File: config.mk
export PLATFORM = sky130hd
export DESIGN_NAME = instr_prefetch_flat
export DESIGN_NICKNAME = d
export VERILOG_FILES = /design/src/rtl/proc_pkg.sv /design/src/rtl/instr_prefetch_if.sv /design/src/rtl/instr_fifo.sv /design/src/rtl/instr_prefetch.sv /design/src/flat_wrapper.sv
export SDC_FILE = /design/constraint.sdc
export NUM_CORES = 1
export LEC_CHECK = 0
export CAP_MARGIN = 20
export CORE_MARGIN = 8
export CORE_UTILIZATION = 25
export CTS_CLUSTER_SIZE = 16
export DETAILED_ROUTE_END_ITERATION = 6
export GPL_TIMING_DRIVEN = 0
export REMOVE_ABC_BUFFERS = 1
export SYNTH_ARGS = -nofsm -noshare
export SYNTH_HDL_FRONTEND = slang
export SYNTH_SLANG_ARGS = --single-unit
File: constraint.sdc
create_clock -name clk -period 9.1 [get_ports clk]
set_clock_uncertainty 0.15 [all_clocks]
set_input_delay 2.275 -clock clk [delete_from_list [all_inputs] [get_ports clk]]
set_output_delay 2.275 -clock clk [all_outputs]
set_load 0.01 [all_outputs]
File: src/rtl/proc_pkg.sv
// rtl/proc_pkg.sv - shared word/PC types, constants and queue entry layout for the fetch front end
package proc_pkg;

   localparam int WORD_W      = 32;
   localparam int INSTR_BYTES = 4;

   typedef logic [WORD_W-1:0] pc_t;
   typedef logic [WORD_W-1:0] word_t;

   localparam pc_t DEFAULT_RESET_PC = 32'h0000_0000;

   // One buffered instruction together with the address it was fetched from
   typedef struct packed {
      pc_t   pc;
      word_t data;
   } fetch_entry_t;

   // Instruction addresses are always word aligned; low bits are discarded
   function automatic pc_t align_pc(input pc_t pc);
      return {pc[WORD_W-1:2], 2'b00};
   endfunction

endpackage

File: src/rtl/instr_prefetch_if.sv
// rtl/instr_prefetch_if.sv - fetch-stage bus: imem request/response, redirect and instruction handshake
interface instr_prefetch_if;
   import proc_pkg::*;

   logic  imem_req;
   pc_t   imem_addr;
   logic  imem_gnt;
   logic  imem_rvalid;
   word_t imem_rdata;
   logic  redir_valid;
   pc_t   redir_pc;
   logic  inst_valid;
   logic  inst_ready;
   word_t inst_data;
   pc_t   inst_pc;

   // Prefetch stage side
   modport master (
      output imem_req, imem_addr,
      input  imem_gnt, imem_rvalid, imem_rdata,
      input  redir_valid, redir_pc,
      output inst_valid, inst_data, inst_pc,
      input  inst_ready
   );

   // Memory / branch unit / consumer side
   modport slave (
      input  imem_req, imem_addr,
      output imem_gnt, imem_rvalid, imem_rdata,
      output redir_valid, redir_pc,
      input  inst_valid, inst_data, inst_pc,
      output inst_ready
   );

endinterface

File: src/rtl/instr_fifo.sv
// rtl/instr_fifo.sv - in-order circular buffer of {pc, data} entries with push/pop/flush
module instr_fifo
   import proc_pkg::*;
#(
   parameter int QDEPTH = 4
) (
   input  logic                      clk,
   input  logic                      rst_n,
   input  logic                      flush,
   input  logic                      push,
   input  fetch_entry_t              push_entry,
   input  logic                      pop,
   output logic [$clog2(QDEPTH):0]   occupancy,
   output fetch_entry_t              head
);

   localparam int CW = $clog2(QDEPTH) + 1;
   localparam int PW = $clog2(QDEPTH);

   fetch_entry_t  mem [QDEPTH];
   logic [PW-1:0] rd_ptr;
   logic [PW-1:0] wr_ptr;
   logic          empty;
   logic          full;
   logic          do_push;
   logic          do_pop;

   assign empty   = (occupancy == '0);
   assign full    = (occupancy == CW'(QDEPTH));
   assign do_pop  = pop && !empty;
   // A full queue still accepts a push when the head leaves in the same cycle
   assign do_push = push && (!full || do_pop);
   assign head    = mem[rd_ptr];

   // Pointers and occupancy; flush wins over any same-cycle push or pop
   always_ff @(posedge clk or negedge rst_n) begin
      if (!rst_n) begin
         rd_ptr    <= '0;
         wr_ptr    <= '0;
         occupancy <= '0;
      end else if (flush) begin
         rd_ptr    <= '0;
         wr_ptr    <= '0;
         occupancy <= '0;
      end else begin
         if (do_push) wr_ptr <= wr_ptr + 1'b1;
         if (do_pop)  rd_ptr <= rd_ptr + 1'b1;
         occupancy <= occupancy + CW'(do_push) - CW'(do_pop);
      end
   end

   // Entry storage; cleared on reset so the head reads as zero
   always_ff @(posedge clk or negedge rst_n) begin
      if (!rst_n) begin
         for (int i = 0; i < QDEPTH; i++) mem[i] <= '0;
      end else if (do_push && !flush) begin
         mem[wr_ptr] <= push_entry;
      end
   end

endmodule

File: src/rtl/instr_prefetch.sv
// rtl/instr_prefetch.sv - PC owner, fetch credit, stale-response drop and redirect; optional INSTR_PREFETCH_BYPASS_EN
module instr_prefetch
   import proc_pkg::*;
#(
   parameter pc_t RESET_PC = DEFAULT_RESET_PC,
   parameter int  QDEPTH   = 4
) (
   input  logic              clk,
   input  logic              rst_n,
   instr_prefetch_if.master  bus
);

   localparam int CW = $clog2(QDEPTH) + 1;

   pc_t          fetch_pc;
   pc_t          resp_pc;
   logic [CW-1:0] outstanding;
   logic [CW-1:0] drop_cnt;
   logic [CW-1:0] occupancy;
   logic [CW-1:0] out_next;
   logic [CW-1:0] occ_next;
   logic          req_q;
   logic          credit_ok;
   logic          gnt_fire;
   logic          rsp_ok;
   logic          rsp_accept;
   logic          flush;
   logic          push;
   logic          pop_q;
   fetch_entry_t  head;

   assign flush      = bus.redir_valid;
   assign gnt_fire   = req_q && bus.imem_gnt;
   // A response with nothing outstanding is a protocol error and is ignored
   assign rsp_ok     = bus.imem_rvalid && (outstanding != '0);
   // Responses arriving in a redirect cycle are wrong-path by definition
   assign rsp_accept = rsp_ok && (drop_cnt == '0) && !flush;
   assign pop_q      = (occupancy != '0) && bus.inst_ready;

`ifdef INSTR_PREFETCH_BYPASS_EN
   logic byp;

   assign byp            = rsp_accept && (occupancy == '0);
   assign bus.inst_valid = (occupancy != '0) || byp;
   assign bus.inst_data  = byp ? bus.imem_rdata : head.data;
   assign bus.inst_pc    = byp ? resp_pc : head.pc;
   assign push           = rsp_accept && !(byp && bus.inst_ready);
`else
   assign bus.inst_valid = (occupancy != '0);
   assign bus.inst_data  = head.data;
   assign bus.inst_pc    = head.pc;
   assign push           = rsp_accept;
`endif

   assign bus.imem_req  = req_q;
   assign bus.imem_addr = fetch_pc;

   // Credit is judged on post-edge state, so a pop only frees a slot one cycle later
   assign out_next  = outstanding + CW'(gnt_fire) - CW'(rsp_ok);
   assign occ_next  = flush ? '0 : (occupancy + CW'(push) - CW'(pop_q));
   assign credit_ok = ({1'b0, occ_next} + {1'b0, out_next}) < (CW+1)'(QDEPTH);

   instr_fifo #(.QDEPTH(QDEPTH)) u_fifo (
      .clk        (clk),
      .rst_n      (rst_n),
      .flush      (flush),
      .push       (push),
      .push_entry ('{pc: resp_pc, data: bus.imem_rdata}),
      .pop        (pop_q),
      .occupancy  (occupancy),
      .head       (head)
   );

   // Fetch PC, response PC, in-flight and drop bookkeeping plus the registered request
   always_ff @(posedge clk or negedge rst_n) begin
      if (!rst_n) begin
         fetch_pc    <= RESET_PC;
         resp_pc     <= RESET_PC;
         outstanding <= '0;
         drop_cnt    <= '0;
         req_q       <= 1'b0;
      end else begin
         outstanding <= out_next;
         req_q       <= credit_ok;
         if (flush) begin
            fetch_pc <= align_pc(bus.redir_pc);
            resp_pc  <= align_pc(bus.redir_pc);
            drop_cnt <= out_next;
         end else begin
            if (gnt_fire)                      fetch_pc <= fetch_pc + pc_t'(INSTR_BYTES);
            if (rsp_accept)                    resp_pc  <= resp_pc + pc_t'(INSTR_BYTES);
            if (rsp_ok && (drop_cnt != '0))    drop_cnt <= drop_cnt - 1'b1;
         end
      end
   end

endmodule

File: src/flat_wrapper.sv
// flat-port wrapper written by rule: the top's interface ports become plain ports
module instr_prefetch_flat import proc_pkg::*;
#(
   parameter pc_t RESET_PC = DEFAULT_RESET_PC,
   parameter int  QDEPTH   = 4
)
  (clk, rst_n, bus_imem_req, bus_imem_addr, bus_imem_gnt, bus_imem_rvalid, bus_imem_rdata, bus_redir_valid, bus_redir_pc, bus_inst_valid, bus_inst_data, bus_inst_pc, bus_inst_ready);
  instr_prefetch_if bus_i ();
  input  logic clk;
  input  logic rst_n;
  output wire logic [$bits(bus_i.imem_req)-1:0] bus_imem_req;
  output wire logic [$bits(bus_i.imem_addr)-1:0] bus_imem_addr;
  input wire logic [$bits(bus_i.imem_gnt)-1:0] bus_imem_gnt;
  input wire logic [$bits(bus_i.imem_rvalid)-1:0] bus_imem_rvalid;
  input wire logic [$bits(bus_i.imem_rdata)-1:0] bus_imem_rdata;
  input wire logic [$bits(bus_i.redir_valid)-1:0] bus_redir_valid;
  input wire logic [$bits(bus_i.redir_pc)-1:0] bus_redir_pc;
  output wire logic [$bits(bus_i.inst_valid)-1:0] bus_inst_valid;
  output wire logic [$bits(bus_i.inst_data)-1:0] bus_inst_data;
  output wire logic [$bits(bus_i.inst_pc)-1:0] bus_inst_pc;
  input wire logic [$bits(bus_i.inst_ready)-1:0] bus_inst_ready;
  assign bus_imem_req = bus_i.imem_req;
  assign bus_imem_addr = bus_i.imem_addr;
  assign bus_i.imem_gnt = bus_imem_gnt;
  assign bus_i.imem_rvalid = bus_imem_rvalid;
  assign bus_i.imem_rdata = bus_imem_rdata;
  assign bus_i.redir_valid = bus_redir_valid;
  assign bus_i.redir_pc = bus_redir_pc;
  assign bus_inst_valid = bus_i.inst_valid;
  assign bus_inst_data = bus_i.inst_data;
  assign bus_inst_pc = bus_i.inst_pc;
  assign bus_i.inst_ready = bus_inst_ready;
  instr_prefetch #(.RESET_PC(RESET_PC), .QDEPTH(QDEPTH)) u_core (.clk(clk), .rst_n(rst_n), .bus(bus_i));
endmodule
# Yosys cells after proc, flatten, opt, wreduce, memory -nomap -nowiden
# Index checks and enable logic that the tools add are counted.
# word_totals
ff_bits,334
in_bits,70
output_inout_bits,98
# op_classes
n_addsub,12
magnitude_cmp,4
eq_ne,1
n_mux,18
n_bitwise,2
n_reduce_logical,24
# ops
cell,count
bitwise mux 256 bit,1
2-to-1 mux 64 bit,3
binary-select mux 64 bit (select 2 bit),1
demux 64 bit (select 2 bit),1
2-to-1 mux 32 bit,4
adder 32 x 3 -> 32 bit (second input constant),2
2-to-1 mux 3 bit,4
logical AND 1 bit,10
nonzero test 2 bit,5
adder 3 x 1 -> 3 bit,3
nonzero test 3 bit,3
subtractor 3 x 1 -> 3 bit,3
2-to-1 mux 2 bit,4
>= comparator 3 bit (second input constant),2
logical NOT 3 bit,2
inverter 2 -> 3 bit,2
adder 2 x 1 -> 2 bit (second input constant),2
adder 3 x 3 -> 4 bit,1
less-than comparator 4 x 3 -> 1 bit (second input constant),1
equality test 3 bit (second input constant),1
logical NOT 1 bit,3
less-than comparator 3 x 1 -> 1 bit (second input constant),1
subtractor 3 x 1 -> 3 bit (second input constant),1
logical OR 1 bit,1

# Longest topological paths before layout
# Gate-level depths: netlist of the first run.
# depth
ltp_word,9
ltp_mapped,14

# Modules after synthesis
# From an unflattened synthesis of the first run, not the netlist that was laid out.
# unflattened
cells_unflattened,1042
hier_area_um2,15383.5
# modules_own_cells
mod,n_inst,cells_each,area_per_inst_um2,seq_area_each_um2
instr_fifo,1,661,11395.9,6581.3
instr_prefetch,1,381,3987.6,1676.6

# Worst setup path before layout of the first run
# No wires, ideal clock.
# synth_timing
path_kind,input to register
startpoint,input bus_redir_valid
endpoint,register u_core.req_q (netlist: u_core.bus.imem_req)
setup_ps,88
arrival_ps,4784
required_ps,8862
slack_ps,4078
stages,13
path_buffers,2
path_cell_list,inv_1 > clkbuf_1 > buf_1 > nand2_1 > ha_1 > inv_1 > ha_1 > fa_1 > xor2_1 > nor2_1 > ha_1 > or3_1 > a41oi_1
# synth_between
elab_chain_cells,7
# synth_lines
element,line,text
start: declaration,flat_wrapper.sv:16,input wire logic [$bits(bus_i.redir_valid)-1:0] bus_redir_valid;
logical NOT 1 bit,instr_prefetch.sv:37,assign rsp_accept = rsp_ok && (drop_cnt == '0) && !flush;
logical AND 1 bit,instr_prefetch.sv:37,
adder 3 x 1 -> 3 bit,instr_prefetch.sv:60,assign occ_next = flush ? '0 : (occupancy + CW'(push) - CW'(pop_q));
subtractor 3 x 1 -> 3 bit,instr_prefetch.sv:60,
2-to-1 mux 3 bit (*),instr_prefetch.sv:60,
adder 3 x 3 -> 4 bit (*),instr_prefetch.sv:61,"assign credit_ok = ({1'b0, occ_next} + {1'b0, out_next}) < (CW+1)'(QDEPTH);"
less-than comparator 4 x 3 -> 1 bit (*),instr_prefetch.sv:61,
via u_core.credit_ok,instr_prefetch.sv:23,logic credit_ok;
end signal: assignment,instr_prefetch.sv:84,req_q <= credit_ok;
end: declaration,instr_prefetch.sv:22,logic req_q;
# The timed path passes the listed nets; every way through them passes the cells marked *.
# A chain may end at the register's enable or synchronous reset.

# Final worst setup path of the first run
# Ends and elaborated chain as after synthesis.

==> results by group, run 1 <==
Logic synthesis
  – Post-synthesis async set-or-reset flop share: 1.00
  – Proportion of synthesized chip area in sequential cells: 0.535
  – Yosys warning total: 0
  – Commonest register cell after synthesis: dfrtp_1
  – Post-synth EDFFs: 0
  – Post-synthesis register bit count: 322
  – Unique masters post-synth: 41
  – Mapped Avg Cell Area: 14.3 µm²
  – Post-synthesis cell count: 1056
  – Post-Syn Area: 15000 µm²

Run status
  – Outcome: completed

Finish
  – Non-Filler Instances: 2020
  – Nets: 1293
  – Post-route cell area: 19000 µm²
  – Layout cells sized above 1: 0.206
  – Layout area overhead: 26.5%
  – Final Core Density: 0.318

CTS
  – CTS Buf Count: 41
  – Setup Buffers After CTS: 0
  – Resized Gates After CTS: 0
  – Worst-path clk slew: 0.06 ns
  – Worst-case clock buffer depth: 3
  – Root Buffer: clkbuf_16
  – H-Tree Level Count: 2
  – Hold Buf Count CTS: 0
  – CTS tree: built
  – Clock latency on the worst-skew pair: 0.55 ns
  – CTS sink count: 322

Die
  – Core area: 59900 µm²
  – Die area: 68300 µm²
  – Height of the chip: 261 µm
  – I/O pin count: 168
  – Initial core utilization: 0.251
  – DIE WIDTH: 261 µm
  – Core Rows: 90

STA
  – Min cycle time layout: 5.59 ns
  – Fin crit share: 0.614
  – Finish-stage setup viols: 0
  – Max-slew violations: 0
  – RSZ-0062 raised after global routing: no
  – Rel. slew slack: 0.371
  – F_max: 0.179 GHz
  – Endpoints failing hold: 0
  – Worst-Margin Slew: 0.943 ns

Worst setup path
  – Reg2reg setup slack: 5.55 ns
  – Sum of buffers and inverters on the critical path: 4
  – Crit Path Class: input port to flip-flop
  – R2R Path Start: u_core.drop_cnt[0]
  – CP Max Fanout: 46
  – Most Frequent Cell on Critical Path: ha_1
  – CP peak stage delay: 0.77 ns
  – Crit. End Element: flip-flop
  – Path depth of the worst reg2reg path: 14
  – Slowest cell on crit path: clkdlybuf4s50_1
  – Crit Reg-Reg Endpoint: u_core.bus.imem_req
  – CP startpoint kind: input port
  – Delay-heaviest family, CP: buffers and inverters
  – CP Cell Sequence: clkdlybuf4s50_1 -> inv_2 -> buf_12 -> nand2_1 -> ha_1 -> inv_1 -> ha_1 -> fa_1 -> xor2_1 -> nor2_1 -> ha_1 -> or3_1 -> a41oi_1
  – Critical path arrival: 5.90 ns
  – Worst endpoint required time: 9.41 ns

Place
  – Gpl congestion: 0.760
  – Dpl cell area: 17600 µm²
  – Hpwl dp: 26.0 mm
  – Inst Count DP: 1942
  – Port Buffer Count: 161

Min path
  – Hold Path End: u_core.u_fifo.mem[188]
  – Worst hold path class: flip-flop to flip-flop
  – Hold Startpoint: u_core.u_fifo.mem[188]
  – Worst Hold Path Cells: 2

Route
  – DR vias: 9142
  – Residual DRC: 0
  – Total wire length: 39.0 mm
  – Routed len/inst: 19.3 µm
  – Starting DRC count in detailed routing: 527
  – Via-to-Cell Ratio: 4.53
  – TritonRoute pass-1 iters: 4
  – DRT antenna net count: 0

Global routing
  – Vias in the first global route: 9859
  – Grt ovf: 0
  – Total track usage: 0.115
  – Largest net degree at the start of global routing: 118
  – Initial antenna violation count: 3
  – First-pass GRT wire length: 60.3 mm

Flow run
  – Total of max-cap violations: 0

Power
  – Peak VDD IR: 0.124 mV
  – Cell leakage power: 8.45 nW
  – Overall power: 5.33 mW
  – Power Dens Cells: 280 nW/µm²
-- layout make-up --
type / instances / area (µm²)
timing repair buffer: 176 / 1920
antenna: 1 / 2.50
fill: 5940 / 40900
multi-input combinational: 638 / 6550
tap: 782 / 978
clock buffer: 58 / 1210
inverter: 25 / 93.8
sequential: 322 / 8070
clock inverter: 18 / 211
-- layout by cell type (no fill, tap or decap), types with 3 or more instances in the layout --
master	synthesis	layout
buf_16	0	7
a21boi_0	18	18
mux2_1	176	176
clkbuf_16	0	43
nand2b_1	10	10
nor2_1	25	25
and3_1	13	13
nand3_1	20	20
xnor2_1	38	38
a21oi_1	10	10
mux4_2	62	62
nor3_1	14	14
buf_12	0	3
nand4_1	20	20
clkinv_2	0	8
xor2_1	28	28
or3_1	3	3
clkinv_4	0	3
nand2_1	43	39
bufinv_16	0	4
dfrtp_1	322	320
mux2_2	92	92
nand2_4	0	4
clkbuf_8	0	8
conb_1	1	4
nor4_1	4	4
o21ai_0	16	16
mux2i_1	4	4
and4_1	3	3
inv_1	25	24
nor4_2	3	3
fa_1	3	3
clkbuf_1	20	7
clkdlybuf4s50_1	0	160
ha_1	16	16
-- stage by stage --
step                setup TNS (ns)  hold slack (ns)  setup WS [ns]
global route                     0            0.345           3.25
finish                           0            0.328           3.51
CTS                              0            0.334           3.46
global placement          -2729.59            0.307          -8.55
floorplan                        0            0.295           3.46
detailed placement               0            0.318           2.88
-- registers in the layout (all words and copies together) (netlist names) --
| register | flops |
|---|---|
| u_core.u_fifo.mem | 248 |
| u_core.bus.imem_addr | 30 |
| u_core.resp_pc | 30 |
| u_core.drop_cnt | 3 |
| u_core.outstanding | 3 |
| u_core.u_fifo.occupancy | 3 |
| u_core.u_fifo.rd_ptr | 2 |
| u_core.u_fifo.wr_ptr | 2 |
| u_core.bus.imem_req | 1 |
-- kinds of logic (layout without fill, tap and decap cells) --
group                      after synthesis  in the layout  share of synthesized area
buffers and inverters                   99            277                     0.0322
AOI/OAI and AO/OA                       47             47                     0.0200
DFF                                    322            322                      0.535
adders and majority gates               19             19                     0.0173
other                                    1              5                   0.000249
xor gates and xnor gates                66             66                     0.0384
muxes                                  334            334                      0.296
and+or+nand+nor                        168            168                     0.0604
-- how the worst max path moves through the flow --
stage,to,slack (ns),cells past startpoint,from
after CTS,u_core.bus.imem_req,3.46,13,bus_redir_valid
final,u_core.bus.imem_req,3.51,13,bus_redir_valid
after detailed placement,u_core.bus.imem_req,2.88,13,bus_redir_valid
after global routing,u_core.bus.imem_req,3.25,13,bus_redir_valid
after global placement,u_core.u_fifo.mem[35],-8.55,1,rst_n
after floorplan,bus_inst_data[0],3.46,1,u_core.u_fifo.rd_ptr[0]
-- worst min-delay path: stages, from the launching register on --
cell     delay (ns)
dfrtp_1        0.34
nand2_1        0.04
o21ai_0        0.06
-- where the power goes --
part           leakage (nW)  internal, mW  switching [mW]
Sequential             4.19          1.77           0.245
Combinational          3.56         0.972           0.663
Clock                 0.705          1.05           0.642
-- cells in the mapped netlist, types with 25 or more instances --
master	count	area, µm²
dfrtp_1	322	8060
mux2_1	176	1980
mux2_2	92	1040
mux4_2	62	1400
nand2_1	43	161
xnor2_1	38	333
buf_2	29	145
xor2_1	28	245
inv_1	25	93.8
nor2_1	25	93.8
-- layer usage --
metal / track usage / vias to the layer above / wire length [µm] / part of all wire
met5: 0 / - / 41 / 0.0011
met4: 0.0259 / 6 / 620 / 0.016
met3: 0.0404 / 53 / 2600 / 0.067
li1: - / 4098 / - / -
met2: 0.176 / 187 / 17200 / 0.44
met1: 0.155 / 4798 / 18500 / 0.47
Power figures use the tool's default switching activity.
==> run 2: changes to the inputs <==
Clock period 9.1 ns to 5.3 ns, I/O delays scaled along.
==> results of run 2 <==
The final DEF is identical to that of run 1. Status: completed.
Main changes from that run: setup slack after placement 2.88 ns -> 0.0302 ns; setup slack after layout 3.51 ns -> 0.660 ns; register-to-register setup slack 5.55 ns -> 1.75 ns; total power 5.33 mW -> 9.16 mW; worst IR drop on VDD 0.124 mV -> 0.214 mV
